===== config.mk =====
export PLATFORM = sky130hd
export DESIGN_NAME = sdram_read_ctrl
export DESIGN_NICKNAME = d
export VERILOG_FILES = /design/src/rtl/sdram_pkg.sv /design/src/rtl/sdram_read_ctrl.sv
export SDC_FILE = /design/constraint.sdc
export NUM_CORES = 1
export LEC_CHECK = 0
export BUFFER_PORTS_ARGS = -buffer_cell sky130_fd_sc_hd__clkbuf_2
export CORE_UTILIZATION = 39
export CTS_CLUSTER_DIAMETER = 200
export DETAILED_ROUTE_END_ITERATION = 8
export RECOVER_POWER = 50
export SYNTH_ARGS = -nofsm -noshare
export SYNTH_HDL_FRONTEND = slang
export SYNTH_SLANG_ARGS = --single-unit

===== constraint.sdc =====
create_clock -name sys_clk -period 3.26 [get_ports sys_clk]
set_clock_uncertainty 0.15 [all_clocks]
set_input_delay 0.489 -clock sys_clk [delete_from_list [all_inputs] [get_ports sys_clk]]
set_output_delay 0.489 -clock sys_clk [all_outputs]
set_load 0.01 [all_outputs]

===== src/rtl/sdram_pkg.sv =====
// Shared SDRAM definitions: command encodings, device timing and the
// field layout of the 25-bit logical address used by the SDRAM blocks.
package sdram_pkg;

    localparam logic [3:0] CMD_NOP        = 4'b0111;
    localparam logic [3:0] CMD_ACTIVE     = 4'b0011;
    localparam logic [3:0] CMD_READ       = 4'b0101;
    localparam logic [3:0] CMD_BURST_STOP = 4'b0110;
    localparam logic [3:0] CMD_PRECHARGE  = 4'b0010;
    localparam logic [3:0] CMD_AREF       = 4'b0001;
    localparam logic [3:0] CMD_MREG       = 4'b0000;

    localparam int T_RCD   = 2;
    localparam int T_RP    = 2;
    localparam int CAS_LAT = 3;

    localparam int BA_MSB  = 24;
    localparam int BA_LSB  = 23;
    localparam int ROW_MSB = 22;
    localparam int ROW_LSB = 11;
    localparam int COL_MSB = 8;
    localparam int COL_LSB = 0;

    localparam logic [1:0]  BA_IDLE      = 2'b11;
    localparam logic [11:0] ADDR_IDLE    = 12'hFFF;
    localparam logic [11:0] ADDR_PRE_ALL = 12'h400;

    // A requested length of zero still moves one word.
    function automatic logic [7:0] eff_blength(input logic [7:0] bl);
        return (bl == 8'd0) ? 8'd1 : bl;
    endfunction

endpackage


===== src/rtl/sdram_read_ctrl.sv =====
// Single-transaction SDRAM read: ACTIVE, READ, BURST STOP, PRECHARGE, with
// registered command/address outputs and a captured, strobed data burst.
module sdram_read_ctrl #(
    parameter int T_RCD   = sdram_pkg::T_RCD,
    parameter int CAS_LAT = sdram_pkg::CAS_LAT,
    parameter int T_RP    = sdram_pkg::T_RP
) (
    input  logic        sys_clk,
    input  logic        sys_rst,
    input  logic        init_end,
    input  logic        rd_en,
    input  logic [24:0] rd_addri,
    input  logic [15:0] rd_din,
    input  logic [7:0]  rd_blength,
    output logic        rd_valid,
    output logic        rd_end,
    output logic [3:0]  rd_cmdo,
    output logic [1:0]  rd_bao,
    output logic [11:0] rd_addro,
    output logic [15:0] rd_datao
);
    import sdram_pkg::*;

    typedef enum logic [3:0] {
        S_IDLE,
        S_ACTIVE,
        S_TRCD,
        S_READ,
        S_CL,
        S_DATA,
        S_PRE,
        S_TRP,
        S_END
    } state_t;

    localparam logic [9:0] CNT_TRCD_LAST = 10'(T_RCD - 1);
    localparam logic [9:0] CNT_TRP_LAST  = 10'(T_RP - 1);
    localparam logic [9:0] CNT_CAS       = 10'(CAS_LAT);

    state_t      r_state;
    state_t      w_state_nxt;
    logic [9:0]  r_cnt;
    logic [9:0]  w_cnt_nxt;
    logic [1:0]  r_ba;
    logic [11:0] r_row;
    logic [8:0]  r_col;
    logic [7:0]  r_blen;

    logic [3:0]  r_cmd;
    logic [1:0]  r_bao;
    logic [11:0] r_addro;
    logic        r_valid;
    logic        r_end;
    logic [15:0] r_datao;

    logic [3:0]  w_cmd_nxt;
    logic [1:0]  w_bao_nxt;
    logic [11:0] w_addro_nxt;
    logic        w_valid_nxt;
    logic        w_end_nxt;
    logic [15:0] w_datao_nxt;

    logic        w_start;
    logic [9:0]  w_blen_ext;
    logic [9:0]  w_data_last;
    logic        w_unused;

    assign w_start     = (r_state == S_IDLE) && init_end && rd_en;
    assign w_blen_ext  = {2'b00, r_blen};
    assign w_data_last = CNT_CAS + w_blen_ext;
    assign w_unused    = ^rd_addri[10:9];

    // State and cycle counter register.
    always_ff @(posedge sys_clk or posedge sys_rst) begin
        if (sys_rst) begin
            r_state <= S_IDLE;
            r_cnt   <= 10'd0;
        end else begin
            r_state <= w_state_nxt;
            r_cnt   <= w_cnt_nxt;
        end
    end

    // Request latch, sampled only when a transaction is accepted.
    always_ff @(posedge sys_clk or posedge sys_rst) begin
        if (sys_rst) begin
            r_ba   <= 2'b00;
            r_row  <= 12'h000;
            r_col  <= 9'h000;
            r_blen <= 8'd0;
        end else if (w_start) begin
            r_ba   <= rd_addri[BA_MSB:BA_LSB];
            r_row  <= rd_addri[ROW_MSB:ROW_LSB];
            r_col  <= rd_addri[COL_MSB:COL_LSB];
            r_blen <= eff_blength(rd_blength);
        end else begin
            r_ba   <= r_ba;
            r_row  <= r_row;
            r_col  <= r_col;
            r_blen <= r_blen;
        end
    end

    // Next-state logic; in CL/DATA the counter holds cycles elapsed since READ.
    always_comb begin
        w_state_nxt = r_state;
        w_cnt_nxt   = r_cnt;
        case (r_state)
            S_IDLE: begin
                if (w_start) begin
                    w_state_nxt = S_ACTIVE;
                    w_cnt_nxt   = 10'd0;
                end else begin
                    w_state_nxt = S_IDLE;
                    w_cnt_nxt   = 10'd0;
                end
            end
            S_ACTIVE: begin
                w_state_nxt = S_TRCD;
                w_cnt_nxt   = 10'd0;
            end
            S_TRCD: begin
                if (r_cnt == CNT_TRCD_LAST) begin
                    w_state_nxt = S_READ;
                    w_cnt_nxt   = 10'd0;
                end else begin
                    w_state_nxt = S_TRCD;
                    w_cnt_nxt   = r_cnt + 10'd1;
                end
            end
            S_READ: begin
                w_state_nxt = S_CL;
                w_cnt_nxt   = 10'd1;
            end
            S_CL: begin
                if (r_cnt == CNT_CAS) begin
                    w_state_nxt = S_DATA;
                end else begin
                    w_state_nxt = S_CL;
                end
                w_cnt_nxt = r_cnt + 10'd1;
            end
            S_DATA: begin
                if (r_cnt == w_data_last) begin
                    w_state_nxt = S_PRE;
                    w_cnt_nxt   = 10'd0;
                end else begin
                    w_state_nxt = S_DATA;
                    w_cnt_nxt   = r_cnt + 10'd1;
                end
            end
            S_PRE: begin
                w_state_nxt = S_TRP;
                w_cnt_nxt   = 10'd0;
            end
            S_TRP: begin
                if (r_cnt == CNT_TRP_LAST) begin
                    w_state_nxt = S_END;
                    w_cnt_nxt   = 10'd0;
                end else begin
                    w_state_nxt = S_TRP;
                    w_cnt_nxt   = r_cnt + 10'd1;
                end
            end
            S_END: begin
                w_state_nxt = S_IDLE;
                w_cnt_nxt   = 10'd0;
            end
            default: begin
                w_state_nxt = S_IDLE;
                w_cnt_nxt   = 10'd0;
            end
        endcase
    end

    // Outputs decoded from the next state so they register into place with it.
    always_comb begin
        w_cmd_nxt   = CMD_NOP;
        w_bao_nxt   = BA_IDLE;
        w_addro_nxt = ADDR_IDLE;
        w_valid_nxt = 1'b0;
        w_end_nxt   = 1'b0;
        w_datao_nxt = 16'h0000;
        case (w_state_nxt)
            S_ACTIVE: begin
                w_cmd_nxt   = CMD_ACTIVE;
                w_bao_nxt   = rd_addri[BA_MSB:BA_LSB];
                w_addro_nxt = rd_addri[ROW_MSB:ROW_LSB];
            end
            S_READ: begin
                w_cmd_nxt   = CMD_READ;
                w_bao_nxt   = r_ba;
                w_addro_nxt = {3'b000, r_col};
            end
            S_CL: begin
                if (w_cnt_nxt == w_blen_ext) begin
                    w_cmd_nxt = CMD_BURST_STOP;
                end else begin
                    w_cmd_nxt = CMD_NOP;
                end
            end
            S_DATA: begin
                if (w_cnt_nxt == w_blen_ext) begin
                    w_cmd_nxt = CMD_BURST_STOP;
                end else begin
                    w_cmd_nxt = CMD_NOP;
                end
                w_valid_nxt = 1'b1;
                w_datao_nxt = rd_din;
            end
            S_PRE: begin
                w_cmd_nxt   = CMD_PRECHARGE;
                w_addro_nxt = ADDR_PRE_ALL;
            end
            S_END: begin
                w_end_nxt = 1'b1;
            end
            default: begin
                w_cmd_nxt = CMD_NOP;
            end
        endcase
    end

    // Registered command, address and data outputs.
    always_ff @(posedge sys_clk or posedge sys_rst) begin
        if (sys_rst) begin
            r_cmd   <= CMD_NOP;
            r_bao   <= BA_IDLE;
            r_addro <= ADDR_IDLE;
            r_valid <= 1'b0;
            r_end   <= 1'b0;
            r_datao <= 16'h0000;
        end else begin
            r_cmd   <= w_cmd_nxt;
            r_bao   <= w_bao_nxt;
            r_addro <= w_addro_nxt;
            r_valid <= w_valid_nxt;
            r_end   <= w_end_nxt;
            r_datao <= w_datao_nxt;
        end
    end

    assign rd_cmdo  = r_cmd;
    assign rd_bao   = r_bao;
    assign rd_addro = r_addro;
    assign rd_valid = r_valid;
    assign rd_end   = r_end;
    assign rd_datao = r_datao;

endmodule


# ---- After elaboration in Yosys (flattened, before gate mapping)
# Index checks and enable logic that the tools add are counted.
dict set report word_totals {
  regBits 69
  latch_bits 0
  mem_bits_rw 0
  rom_bits 0
  in_bits 53
  out_inout_bits 36
  word_cells 53
  n_memories 0
}
dict set report classes {
  n_addsub 2
  mul 0
  div 0
  n_lt_le_gt_ge 0
  n_eq_ne 17
  shifts 0
  n_mux 17
  bitwise_logic 0
  n_reduce_logical 6
}
# cell count
set op_table {}
lappend op_table {{$pmux W10 S4} 1}
lappend op_table {{$pmux W12 S3} 1}
lappend op_table {{$pmux W4 S8} 1}
lappend op_table {{$eq A4 B3 Y1 const B} 7}
lappend op_table {{$mux W10} 2}
lappend op_table {{$mux W16} 1}
lappend op_table {{$eq A4 B2 Y1 const B} 3}
lappend op_table {{$pmux W3 S4} 1}
lappend op_table {{$add A10 B1 Y10 const B} 1}
lappend op_table {{$eq A10 B1 Y1 const B} 1}
lappend op_table {{$eq A10 B2 Y1 const B} 1}
lappend op_table {{$eq A10 B8 Y1} 1}
lappend op_table {{$eq A10 B9 Y1} 1}
lappend op_table {{$add A2 B8 Y9 const A} 1}
lappend op_table {{$eq A4 B1 Y1 const B} 2}
lappend op_table {{$logic_not A8 Y1} 1}
lappend op_table {{$mux W8} 1}
lappend op_table {{$mux W1} 6}
lappend op_table {{$eq A4 B4 Y1 const B} 1}
lappend op_table {{$logic_not A4 Y1} 1}
lappend op_table {{$mux W4} 1}
lappend op_table {{$pmux W2 S2} 1}
lappend op_table {{$reduce_or A2 Y1} 2}
lappend op_table {{$logic_and A1 B1 Y1} 2}
lappend op_table {{$mux W2} 1}

# ---- Depth between registers and ports, before layout
dict set report depth {
  word_depth 8
  ltp_mapped 14
  ltp_nobuf 11
}

# ---- Worst setup path after synthesis
# Ideal clock, no wire load.
dict set report synth_path {
  path_kind {flip-flop to flip-flop}
  startpoint {register r_blen[0]}
  endpoint {register r_cmd[0] (netlist: rd_cmdo[0])}
  setup_time_ns 0.080
  arrival_time_ns 2.443
  required_ns 3.030
  path_slack_ns 0.588
  path_stages_with_launch 14
  path_buffers 2
  period_less_slack_ns 2.672
  cell_sequence {dfrtp_1 buf_4 inv_1 ha_1 buf_2 nor3b_2 nor3_1 or3_1 o311ai_2 nand4_1 o211ai_2 o2111a_1 o2111ai_1 o22a_1}
}
dict set report synth_via {
  elab_chain_len 7
  word_cells_on_any_way 15
  classes_between {1 x add/sub; 7 x eq/ne; 6 x mux; 1 x reduce/logical}
}
# item line_no
set synth_lines {}
lappend synth_lines {{start: declaration} sdram_read_ctrl.sv:47} ;# logic [7:0] r_blen;
lappend synth_lines {{start signal: assignment} sdram_read_ctrl.sv:95} ;# r_blen <= eff_blength(rd_blength);
lappend synth_lines {{start signal: assignment} sdram_read_ctrl.sv:100} ;# r_blen <= r_blen;
lappend synth_lines {{$add A2 B8 Y9} sdram_read_ctrl.sv:70} ;# assign w_data_last = CNT_CAS + w_blen_ext;
lappend synth_lines {{$eq A10 B9 Y1} sdram_read_ctrl.sv:144} ;# if (r_cnt == w_data_last) begin
lappend synth_lines {{$mux W10 or $mux W2 (tied branches)} sdram_read_ctrl.sv:144}
lappend synth_lines {{$pmux W10 S4 or $pmux W4 S8 (tied branches)} sdram_read_ctrl.sv:108} ;# case (r_state)
lappend synth_lines {{$eq A10 B8 Y1 or $eq A4 B3 Y1 (tied branches)} {sdram_read_ctrl.sv:196, sdram_read_ctrl.sv:203, sdram_read_ctrl.sv:184}}
lappend synth_lines {{$mux W1 or $reduce_or A2 Y1 (tied branches)} --}
lappend synth_lines {{$pmux W3 S4 (*)} sdram_read_ctrl.sv:184} ;# case (w_state_nxt)
lappend synth_lines {{via w_cmd_nxt[0]} sdram_read_ctrl.sv:56} ;# logic [3:0] w_cmd_nxt;
lappend synth_lines {{end signal: assignment} sdram_read_ctrl.sv:234} ;# r_cmd <= w_cmd_nxt;
lappend synth_lines {{end: declaration} sdram_read_ctrl.sv:49} ;# logic [3:0] r_cmd;
# Mark *: on every way through the listed nets, which the timed path passes. The rest lies on a longest branch.
# A chain may end at the register's enable or synchronous reset.

# ---- Worst setup path after layout
dict set report layout_path {
  startpoint {register r_blen[0]}
  endpoint {register r_cmd[0] (netlist: rd_cmdo[0])}
}
dict set report layout_via {
  elab_chain_len 7
  word_cells_on_any_way 15
  classes_between {1 x add/sub; 7 x eq/ne; 6 x mux; 1 x reduce/logical}
}
# item line_no
set layout_lines {}
lappend layout_lines {{$add A2 B8 Y9} sdram_read_ctrl.sv:70}
lappend layout_lines {{$eq A10 B9 Y1} sdram_read_ctrl.sv:144}
lappend layout_lines {{$mux W10} sdram_read_ctrl.sv:144}
lappend layout_lines {{$pmux W10 S4} sdram_read_ctrl.sv:108}
lappend layout_lines {{via w_cnt_nxt[7]} sdram_read_ctrl.sv:43} ;# logic [9:0] w_cnt_nxt;
lappend layout_lines {{$eq A10 B8 Y1} {sdram_read_ctrl.sv:196, sdram_read_ctrl.sv:203}}
lappend layout_lines {{$mux W1} {sdram_read_ctrl.sv:196, sdram_read_ctrl.sv:203}}
lappend layout_lines {{$pmux W3 S4} sdram_read_ctrl.sv:184}
lappend layout_lines {{via w_cmd_nxt[0]} sdram_read_ctrl.sv:56}
# The timed path passes the listed nets, and every way through them passes these cells.

==> run summary <==
result of the run: complete, but fails checks
violations in the final reports: capacitance limit, slew limit
pwr/cell area: 846 nW/µm²
cell area reported after detailed placement: 3840 µm²
Inserted Clock Buffers: 9
pins over their slew limit: 69
Stages on worst setup path: 11
type of destination of the critical path: register
width of the die: 94.7 µm
fin crit period: 2.95 ns
Slew HR: -10.6%
cell family contributing the most delay on the critical path: simple AND/OR/NAND/NOR gates
crit-path max cell delay: 0.38 ns
number of nets in the finished design: 480
Die H: 94.7 µm
maximum operating frequency: 0.339 GHz
number of warnings reported in the yosys synthesis log: 0
internal power component: 2.04 mW
switching share of power: 39.8%
synthesis-stage register bit count: 68
initial antenna violation count: 0
arrival time at the worst endpoint: 3.09 ns
Async SR Flop Fraction: 100%
part of the power in combinational logic: 39.0%
number of distinct library cells after synthesis: 57
number of buffer and inverter stages on the critical path: 1
crit-path max FO: 9
data required time of the critical path: 3.40 ns
cell count of the worst hold path: 3
vias in the first global route: 2742
most frequently used cell type in the post-synthesis netlist: sky130_fd_sc_hd__nand2_1
sw power: 1.35 mW
cell-by-cell listing of the critical path: inv_1, ha_1, nor3b_2, nor3_1, or3_1, o311ai_2, nand4_4, a21oi_4, nor2_1, o2111ai_1, o22a_1
endpoints failing setup: 0
Post-Route WL: 7940 µm
drt wl/cell: 14.9 µm
clock tree sinks: 68
Mapped Area: 3350 µm²
Iter 0 DRT Violations: 151
clock slew seen by the registers of the worst setup and hold paths: 0.08 ns
maximum number of pins on one net before global-route repair: 69
input/output buffers: 85
Via Count: 2823
worst reg-to-reg path cell count: 11
category of the critical setup timing path: register to register
initial standard-cell utilization of the core: 40.6%
total number of placement rows: 33
Yosys top cell area share: 38.1%
largest area contributor in the netlist: sky130_fd_sc_hd__dfrtp_1
peak ir drop on the vdd network: 0.000409 V
commonest cells in the netlist: sky130_fd_sc_hd__nand2_1, sky130_fd_sc_hd__dfrtp_1, sky130_fd_sc_hd__nor2_1, sky130_fd_sc_hd__and2_1, sky130_fd_sc_hd__dfstp_2
RSZ-0062 raised after global routing: no
Sequential Power Share: 40.4%
register-to-register setup slack: 0.31 ns
transition time at the pin with the least slew margin: 1.66 ns
type of the tightest min-delay check: input port to register
HPWL after detailed placement: 5600 µm
Final TNS setup: 0 ns
I/O pins: 89
clock network power share: 20.6%
total global routing overflow: 0
number of hold-repair buffers added at the cts stage: 0
All-Layer GR Usage: 19.0%
number of design rule violations left after detail routing: 0
post-layout util: 48.5%
share of cells above drive strength 1: 28.0%
synthesized netlist cell count: 340
number of H-tree branching levels: 3
area of the die: 8960 µm²
area added between synthesis and finish: 19.7%
core area: 8260 µm²
Leak: 1.88 nW
Max Buffers Root-to-Sink: 2
share of the cycle needed by the critical path after routing: 90.6%
clock tree from TritonCTS: built
most used flip-flop cell after synthesis: sky130_fd_sc_hd__dfrtp_1
Max-Cap Viols: 1
largest cells by area after synthesis: sky130_fd_sc_hd__dfrtp_1, sky130_fd_sc_hd__dfstp_2, sky130_fd_sc_hd__nand2_1
nature of the critical path startpoint: register
library cell used as clock root buffer: sky130_fd_sc_hd__clkbuf_8
routability-driven placement congestion ratio: 0.903
crit path max-delay cell type: sky130_fd_sc_hd__dfrtp_1
latest clock arrival within the worst-skew pair: 0.35 ns
number of buffers added for setup after CTS: 0
detailed-routing iteration count for the pre-antenna-repair pass: 5
Diodes inserted: 0
global-route wire length before repair: 13100 µm
share of the yosys chip area belonging to registers: 51.4%
fin area: 4010 µm²
count of nets left with antenna violations after detail routing: 0
number of resized instances in the post-cts repair step: 0
number of flops mapped to enable cells by yosys: 0
routed via count divided by cell count: 5.29
average footprint of a synthesized cell: 9.85 µm²
nets in the synthesized netlist: 396
Hold Vio Cnt, Final: 0
-- power groups by stage --
stage                     sequential [mW]  combinational (mW)  clock, mW
after floorplan                      1.31                1.04          0
after global placement               1.37                1.31          0
after detailed placement             1.38                1.34          0
after CTS                            1.37                1.34      0.710
after global routing                 1.41                1.49      0.745
final                                1.37                1.32      0.699
-- per-layer routing --
| metal | track usage (%) | vias to the layer above | part of all wire, % |
|---|---|---|---|
| met5 | 0 | - | 0 |
| met4 | 6.69 | 0 | 1.6 |
| met3 | 6.44 | 16 | 7.8 |
| met2 | 29.0 | 101 | 47 |
| met1 | 25.0 | 1364 | 44 |
| li1 | - | 1342 | - |
-- cells in the final DEF (no fill, tap or decap), types with 7 or more instances in the layout --
cell type | netlist | final
sky130_fd_sc_hd__dfrtp_1 | 51 | 51
sky130_fd_sc_hd__clkbuf_8 | 1 | 9
sky130_fd_sc_hd__nand4_1 | 7 | 7
sky130_fd_sc_hd__xor2_1 | 10 | 10
sky130_fd_sc_hd__o21ai_0 | 16 | 16
sky130_fd_sc_hd__clkbuf_2 | 1 | 69
sky130_fd_sc_hd__a21oi_1 | 7 | 7
sky130_fd_sc_hd__buf_4 | 5 | 9
sky130_fd_sc_hd__nor4_1 | 7 | 7
sky130_fd_sc_hd__nor3_1 | 8 | 8
sky130_fd_sc_hd__and2_1 | 17 | 17
sky130_fd_sc_hd__nand2_1 | 67 | 67
sky130_fd_sc_hd__nor2_1 | 20 | 20
sky130_fd_sc_hd__clkbuf_1 | 7 | 18
sky130_fd_sc_hd__dfstp_2 | 17 | 17
sky130_fd_sc_hd__a221o_1 | 9 | 9
sky130_fd_sc_hd__nand3_1 | 7 | 7
sky130_fd_sc_hd__inv_1 | 10 | 10
-- per-stage QoR --
step | hold WS [ns] | power, mW | worst slack (ns) | cells
after floorplan | 0.296 | 2.35 | 0.588 | 340
after global placement | 0.309 | 2.68 | 0.355 | 518
after detailed placement | 0.314 | 2.72 | 0.305 | 518
after CTS | 0.169 | 3.42 | 0.272 | 534
after global routing | 0.174 | 3.64 | 0.0149 | 534
final | 0.177 | 3.39 | 0.307 | 534
-- registers in the layout, indices dropped and copies added, names as in the netlist --
register and count:
rd_datao 16, rd_addro 12, r_cnt 10, r_col 9, r_blen 8, r_state 4
rd_cmdo 3, r_ba 2, rd_bao 2, rd_end 1, rd_valid 1
-- kinds of logic (layout without fill, tap and decap cells) --
logic type,after synthesis,in the layout,share of synthesized area (%)
AND/OR/NAND/NOR,158,158,23.8
flip-flops,68,68,51.4
multiplexers,1,1,0.299
adder cells (fa/ha/maj),3,3,1.12
XOR/XNOR,16,16,4.18
AO/OA/AOI/OAI,61,61,13.8
other,1,1,0.112
buffers and inverters,32,121,5.30
-- worst paths after layout --
kind | start | endpoint
min in group asynchronous | sys_rst | rd_datao[9]
min reg2reg | r_col[4] | r_col[4]
max | r_blen[0] | rd_cmdo[0]
max reg2reg | r_blen[0] | rd_cmdo[0]
min | rd_addri[6] | r_col[6]
max in group asynchronous | sys_rst | r_col[5]
-- worst reg2reg max path: stages, from the launching register on --
cell and delay (ns):
sky130_fd_sc_hd__dfrtp_1 0.38, sky130_fd_sc_hd__inv_1 0.08, sky130_fd_sc_hd__ha_1 0.33, sky130_fd_sc_hd__nor3b_2 0.26, sky130_fd_sc_hd__nor3_1 0.07, sky130_fd_sc_hd__or3_1 0.37, sky130_fd_sc_hd__o311ai_2 0.15, sky130_fd_sc_hd__nand4_4 0.20
sky130_fd_sc_hd__a21oi_4 0.31, sky130_fd_sc_hd__nor2_1 0.11, sky130_fd_sc_hd__o2111ai_1 0.28, sky130_fd_sc_hd__o22a_1 0.22
-- layout make-up --
cell class / instances / area [µm²]
fill: 839 / 4250
sequential: 68 / 1720
multi-input combinational: 240 / 1450
timing repair buffer: 95 / 477
tap: 105 / 131
clock buffer: 10 / 128
clock inverter: 6 / 63.8
inverter: 10 / 37.5
(Power assumes the default switching activity.)
